[src/rtl/rf_access_ctrl.sv]
// rf_access_ctrl: initiator-side sequencer for the 32x32 dual-read register file.
// Turns single-cycle host requests (operand fetch, writeback) into the file's
// READ/WRITE handshake and captures both read ports into stable operand registers.
// Optional feature macro: RF_ZERO_REG_EN (register 0 hardwired to zero).
module rf_access_ctrl #(
    parameter int DATA_WIDTH = 32,
    parameter int ADDR_WIDTH = 5
) (
    input  logic                  CLK,
    input  logic                  RST,
    input  logic                  RD_REQ,
    input  logic                  WR_REQ,
    input  logic [ADDR_WIDTH-1:0] RS,
    input  logic [ADDR_WIDTH-1:0] RT,
    input  logic [ADDR_WIDTH-1:0] RD_ADDR,
    input  logic [DATA_WIDTH-1:0] WR_DATA,
    output logic                  BUSY,
    output logic                  OP_VALID,
    output logic [DATA_WIDTH-1:0] OP1,
    output logic [DATA_WIDTH-1:0] OP2,
    output logic                  WR_DONE,
    output logic                  RF_READ,
    output logic                  RF_WRITE,
    output logic [ADDR_WIDTH-1:0] RF_ADDR_R1,
    output logic [ADDR_WIDTH-1:0] RF_ADDR_R2,
    output logic [ADDR_WIDTH-1:0] RF_ADDR_W,
    output logic [DATA_WIDTH-1:0] RF_DATA_W,
    input  logic [DATA_WIDTH-1:0] RF_DATA_R1,
    input  logic [DATA_WIDTH-1:0] RF_DATA_R2
);

    typedef enum logic [1:0] {
        S_IDLE       = 2'd0,
        S_WR_ISSUE   = 2'd1,
        S_RD_ISSUE   = 2'd2,
        S_RD_CAPTURE = 2'd3
    } state_t;

    localparam logic [ADDR_WIDTH-1:0] ZERO_ADDR = {ADDR_WIDTH{1'b0}};
    localparam logic [DATA_WIDTH-1:0] ZERO_DATA = {DATA_WIDTH{1'b0}};

    state_t                r_state;
    state_t                w_state_next;
    logic                  r_pend;
    logic                  w_pend_next;
    logic                  r_busy;
    logic                  w_busy_next;
    logic                  r_op_valid;
    logic                  w_op_valid_next;
    logic                  r_wr_done;
    logic                  w_wr_done_next;
    logic                  r_rf_read;
    logic                  w_rf_read_next;
    logic                  r_rf_write;
    logic                  w_rf_write_next;
    logic [DATA_WIDTH-1:0] r_op1;
    logic [DATA_WIDTH-1:0] w_op1_next;
    logic [DATA_WIDTH-1:0] r_op2;
    logic [DATA_WIDTH-1:0] w_op2_next;
    logic [ADDR_WIDTH-1:0] r_addr_r1;
    logic [ADDR_WIDTH-1:0] w_addr_r1_next;
    logic [ADDR_WIDTH-1:0] r_addr_r2;
    logic [ADDR_WIDTH-1:0] w_addr_r2_next;
    logic [ADDR_WIDTH-1:0] r_addr_w;
    logic [ADDR_WIDTH-1:0] w_addr_w_next;
    logic [DATA_WIDTH-1:0] r_data_w;
    logic [DATA_WIDTH-1:0] w_data_w_next;

    // Whether an accepted write actually reaches the file, and what a capture
    // stores; register 0 is forced to zero only when the feature is built in.
    logic                  w_wr_effective;
    logic [DATA_WIDTH-1:0] w_op1_cap;
    logic [DATA_WIDTH-1:0] w_op2_cap;

`ifdef RF_ZERO_REG_EN
    assign w_wr_effective = (RD_ADDR != ZERO_ADDR);
    assign w_op1_cap      = (r_addr_r1 == ZERO_ADDR) ? ZERO_DATA : RF_DATA_R1;
    assign w_op2_cap      = (r_addr_r2 == ZERO_ADDR) ? ZERO_DATA : RF_DATA_R2;
`else
    assign w_wr_effective = 1'b1;
    assign w_op1_cap      = RF_DATA_R1;
    assign w_op2_cap      = RF_DATA_R2;
`endif

    // Next-state, request sampling and registered-output decode.
    always_comb begin
        w_state_next    = r_state;
        w_pend_next     = r_pend;
        w_op_valid_next = 1'b0;
        w_wr_done_next  = 1'b0;
        w_rf_write_next = 1'b0;
        w_op1_next      = r_op1;
        w_op2_next      = r_op2;
        w_addr_r1_next  = r_addr_r1;
        w_addr_r2_next  = r_addr_r2;
        w_addr_w_next   = r_addr_w;
        w_data_w_next   = r_data_w;

        case (r_state)
            S_IDLE: begin
                // A write always goes first; a simultaneous read waits behind it.
                if (WR_REQ) begin
                    w_state_next    = S_WR_ISSUE;
                    w_pend_next     = RD_REQ;
                    w_rf_write_next = w_wr_effective;
                end else if (RD_REQ) begin
                    w_state_next = S_RD_ISSUE;
                    w_pend_next  = 1'b0;
                end else begin
                    w_state_next = S_IDLE;
                end
                if (WR_REQ || RD_REQ) begin
                    w_addr_r1_next = RS;
                    w_addr_r2_next = RT;
                    w_addr_w_next  = RD_ADDR;
                    w_data_w_next  = WR_DATA;
                end else begin
                    w_addr_r1_next = r_addr_r1;
                    w_addr_r2_next = r_addr_r2;
                    w_addr_w_next  = r_addr_w;
                    w_data_w_next  = r_data_w;
                end
            end
            S_WR_ISSUE: begin
                w_wr_done_next = 1'b1;
                if (r_pend) begin
                    w_state_next = S_RD_ISSUE;
                    w_pend_next  = 1'b0;
                end else begin
                    w_state_next = S_IDLE;
                end
            end
            S_RD_ISSUE: begin
                w_state_next = S_RD_CAPTURE;
            end
            S_RD_CAPTURE: begin
                w_state_next    = S_IDLE;
                w_op_valid_next = 1'b1;
                w_op1_next      = w_op1_cap;
                w_op2_next      = w_op2_cap;
            end
            default: begin
                w_state_next = S_IDLE;
                w_pend_next  = 1'b0;
            end
        endcase

        // READ is a pure function of the upcoming state, so it can never
        // coincide with WRITE (which is only set on entry to WR_ISSUE).
        w_busy_next    = (w_state_next != S_IDLE);
        w_rf_read_next = (w_state_next == S_RD_ISSUE) || (w_state_next == S_RD_CAPTURE);
    end

    // State and output registers; reset aborts any operation without a pulse.
    always_ff @(posedge CLK or negedge RST) begin
        if (!RST) begin
            r_state    <= S_IDLE;
            r_pend     <= 1'b0;
            r_busy     <= 1'b0;
            r_op_valid <= 1'b0;
            r_wr_done  <= 1'b0;
            r_rf_read  <= 1'b0;
            r_rf_write <= 1'b0;
            r_op1      <= ZERO_DATA;
            r_op2      <= ZERO_DATA;
            r_addr_r1  <= ZERO_ADDR;
            r_addr_r2  <= ZERO_ADDR;
            r_addr_w   <= ZERO_ADDR;
            r_data_w   <= ZERO_DATA;
        end else begin
            r_state    <= w_state_next;
            r_pend     <= w_pend_next;
            r_busy     <= w_busy_next;
            r_op_valid <= w_op_valid_next;
            r_wr_done  <= w_wr_done_next;
            r_rf_read  <= w_rf_read_next;
            r_rf_write <= w_rf_write_next;
            r_op1      <= w_op1_next;
            r_op2      <= w_op2_next;
            r_addr_r1  <= w_addr_r1_next;
            r_addr_r2  <= w_addr_r2_next;
            r_addr_w   <= w_addr_w_next;
            r_data_w   <= w_data_w_next;
        end
    end

    assign BUSY       = r_busy;
    assign OP_VALID   = r_op_valid;
    assign OP1        = r_op1;
    assign OP2        = r_op2;
    assign WR_DONE    = r_wr_done;
    assign RF_READ    = r_rf_read;
    assign RF_WRITE   = r_rf_write;
    assign RF_ADDR_R1 = r_addr_r1;
    assign RF_ADDR_R2 = r_addr_r2;
    assign RF_ADDR_W  = r_addr_w;
    assign RF_DATA_W  = r_data_w;

endmodule

[config.mk]
export PLATFORM = sky130hd
export DESIGN_NAME = rf_access_ctrl
export DESIGN_NICKNAME = d
export VERILOG_FILES = /design/src/rtl/rf_access_ctrl.sv
export SDC_FILE = /design/constraint.sdc
export NUM_CORES = 1
export LEC_CHECK = 0
export ABC_AREA = 1
export BUFFER_PORTS_ARGS = -buffer_cell sky130_fd_sc_hd__buf_4
export CAP_MARGIN = 20
export CORE_MARGIN = 2
export CORE_UTILIZATION = 45
export CTS_CLUSTER_DIAMETER = 60
export DETAILED_ROUTE_END_ITERATION = 16
export GPL_ROUTABILITY_DRIVEN = 0
export PLACE_DENSITY = 0.78
export SYNTH_ARGS = -nofsm -noshare
export SYNTH_HDL_FRONTEND = slang
export SYNTH_SLANG_ARGS = --single-unit
[constraint.sdc]
create_clock -name CLK -period 1.6 [get_ports CLK]
set_input_delay 0.16 -clock CLK [delete_from_list [all_inputs] [get_ports CLK]]
set_output_delay 0.16 -clock CLK [all_outputs]
set_load 0.05 [all_outputs]
==> results.sh <==
export IMPL_core_rowCount=36
export IMPL_yosysUniqueCellTypes=15
export IMPL_grt_pass1_vias=5242
export IMPL_syn_inst=507
export IMPL_clkLatencyLatePin_ns=0.51
export IMPL_cts_htree_levels=4
export IMPL_setup_viol=0
export IMPL_tritoncts="built"
export IMPL_antenna_found_initial=0
export IMPL_synth_edf_count=0
export IMPL_grt_pass1_wl_mm=26.9
export IMPL_timing_slew_headroom=0.574
export IMPL_crit_slowest_cell="dlygate4sd3_1"
export IMPL_clkSinkCount=119
export IMPL_port_buffers=230
export IMPL_tns_ns=0
export IMPL_slew_viol_final=0
export IMPL_start_util=0.467
export IMPL_diodes=0
export IMPL_overflow=0
export IMPL_routed_wl_mm=16.6
export IMPL_seq_area_um2=2980
export IMPL_crit_path_end_kind="flip-flop"
export IMPL_async_flop_share=1.00
export IMPL_instances_no_fill=994
export IMPL_rsz0062_at_grt="false"
export IMPL_synth_largest_area_cell="dfrtp_1"
export IMPL_max_vdd_ir_drop_mv=1.42
export IMPL_synthTopCellsByArea="dfrtp_1, nand2_1, nand3_1"
export IMPL_first_iter_violations=270
export IMPL_cp_max_fo=39
export IMPL_place_ws_ns=0.0306
export IMPL_viasPerCell=4.97
export IMPL_max_freq_ghz=0.690
export IMPL_die_area_um2=11000
export IMPL_synth_nets=622
export IMPL_multi_input_area_um2=1390
export IMPL_dr_total_vias=4939
export IMPL_worst_slew_pin_slew_ns=0.639
export IMPL_detail_route_wl_per_cell_um=16.7
export IMPL_num_io_pins=231
export IMPL_clkPwrFrac=0.190
export IMPL_area_growth_pct=77.2
export IMPL_synthFlopType="dfrtp_1"
export IMPL_p_int_uw=10300
export IMPL_drc=0
export IMPL_critPathMaxStageDelay_ns=0.55
export IMPL_clk_pin_slew_ns=0.06
export IMPL_drive_gt1_frac=0.314
export IMPL_synth_seq_cells=119
export IMPL_post_route_min_period_ns=1.45
export IMPL_switching_share=0.501
export IMPL_antenna_left=0
export IMPL_grt_usage=0.312
export IMPL_fin_crit_sh=0.906
export IMPL_power_frac_seq=0.265
export IMPL_cp_start_kind="input pin"
export IMPL_design_area_um2=8130
export IMPL_total_leakage_power_uw=0.00444
export IMPL_root_buffer="clkbuf_8"
export IMPL_layout_nets=964
export IMPL_dr_pass1_iters=5
export IMPL_dp_hpwl_mm=8.49
export IMPL_switching_power_uw=10300
export IMPL_path_class="in -> reg"
export IMPL_fin_ws_ns=0.150
export IMPL_hold_class="in -> async"
export IMPL_maxCapViolCount=0
export IMPL_core_um2=9820
export IMPL_synth_top_area_frac=0.649
export IMPL_dp_cells=849
export IMPL_syn_area_um2=4590
export IMPL_ys_warnings_count=0
export IMPL_placed_cell_area_um2=6380
export IMPL_synth_avg_cell_area_um2=9.05
export IMPL_crit_required_ns=2.04
export IMPL_die_w_um=105
export IMPL_combPwrFrac=0.545
export IMPL_clk_path_buf_depth=2
export IMPL_hold_viol_final=0
export IMPL_dieHeight_um=105
export IMPL_grt_max_degree=120
export IMPL_numCtsBuffers=17
export IMPL_ys_seq_area_frac=0.649
export IMPL_p_per_area_nw_per_um2=2530
export IMPL_crit_chain="dlygate4sd3_1 > buf_4 > inv_1 > nand2_1 > buf_4 > nand3_1 > nand2_1"
export IMPL_n_fill_cell=522
export IMPL_worst_clock_skew_ns=0.00861
export IMPL_cp_arrival_ns=1.89
export IMPL_post_cts_buffers=0
export IMPL_outcome="finished, final reports clean"
==> sequential cells by signal (all words and copies together), names as in the netlist, 2 cells and up <==
signal	flops
RF_DATA_W	32
OP2	32
r_state	2
RF_ADDR_W	5
OP1	32
RF_ADDR_R2	5
RF_ADDR_R1	5
==> power groups by stage <==
stage	clock network [µW]	logic [µW]	registers, µW
5_1_grt	4130	11800	5580
3_3_place_gp	0	10500	5290
6_report	3910	11200	5450
3_5_place_dp	0	10700	5330
4_1_cts	3960	11000	5330
2_1_floorplan	0	2510	10200
==> layout by cell type, fill, tap and decap left out <==
master | Yosys | final
nand2_1 | 297 | 296
buf_4 | 5 | 236
dfrtp_1 | 119 | 119
dlygate4sd3_1 | 0 | 114
nand3_1 | 48 | 48
clkbuf_16 | 0 | 16
inv_1 | 8 | 8
clkbuf_8 | 0 | 4
bufinv_16 | 0 | 4
clkinv_2 | 0 | 4
clkbuf_1 | 1 | 2
buf_12 | 0 | 2
o21ai_0 | 1 | 1
nor2_4 | 1 | 1
nand2_2 | 0 | 1
inv_4 | 0 | 1
nor2_1 | 1 | 1
nor3_1 | 1 | 1
a21oi_1 | 1 | 1
clkinvlp_4 | 0 | 1
==> timing repair <==
action                                 in CTS  in global routing
gates resized for setup                     0                  2
endpoints found under the hold margin     234                  0
setup endpoints to repair                   0                 60
hold buffers                              114                  0
==> cells in the mapped netlist (2+ instances only) <==
library cell and n:
buf_4 5, dfrtp_1 119, buf_1 2, nand2_1 297, buf_6 6, buf_2 15
nand3_1 48, inv_1 8
==> path summary, 6_finish.rpt <==
check / startpoint / to / slack [ns] / depth (start not counted)
setup / recovery: WR_REQ / RF_DATA_W[14]$_DFFE_PN0P_ / 0.15 / 7
hold / removal: RST / RF_DATA_W[11]$_DFFE_PN0P_ / 0.29 / 3
setup reg to reg: r_state[0]$_DFF_PN0_ / OP2[4]$_DFFE_PN0P_ / 0.16 / 4
hold reg to reg: RF_DATA_W[29]$_DFFE_PN0P_ / RF_DATA_W[29]$_DFFE_PN0P_ / 0.48 / 2
max in group asynchronous: RST / OP1[10]$_DFFE_PN0P_ / 0.81 / 3
min in group CLK: RF_DATA_R1[31] / OP1[31]$_DFFE_PN0P_ / 0.40 / 4
==> metrics by stage <==
stage	total power (µW)	hold WS, ns	util
floorplan	12700	-0.136	-
global placement	15800	0.298	0.649
detailed placement	16100	0.308	0.649
CTS	20300	0.310	0.828
global route	21500	0.335	0.828
finish	20600	0.287	0.828
==> kinds of logic (layout without fill, tap and decap cells) <==
| kind of cell | Yosys count | after routing | share of synthesized area |
|---|---|---|---|
| DFF | 119 | 119 | 0.649 |
| and+or+nand+nor | 348 | 348 | 0.300 |
| buffers and inverters | 38 | 392 | 0.0491 |
| AOI/OAI and AO/OA | 2 | 2 | 0.00218 |
==> per-layer routing <==
metal | routed length, µm | part of all wire | vias to the layer above | global-route usage
met3 | 1520 | 0.092 | 34 | 0.109
li1 | - | - | 2248 | -
met5 | 0 | 0 | - | 0
met4 | 384 | 0.023 | 0 | 0.106
met1 | 6090 | 0.37 | 2368 | 0.362
met2 | 8560 | 0.52 | 289 | 0.538
==> critical path, delay by kind of cell <==
family	cells	cell delay [ns]
buffers and inverters	4	1.17
AND/OR/NAND/NOR	3	0.55
==> final cells by class <==
cell class / instances / share of cell area
sequential: 119 / 0.366
tap: 133 / 0.0205
inverter: 9 / 0.00446
multi-input combinational: 350 / 0.171
clock buffer: 22 / 0.0569
timing repair buffer: 352 / 0.363
clock inverter: 9 / 0.0182
(Power assumes the default switching activity.)
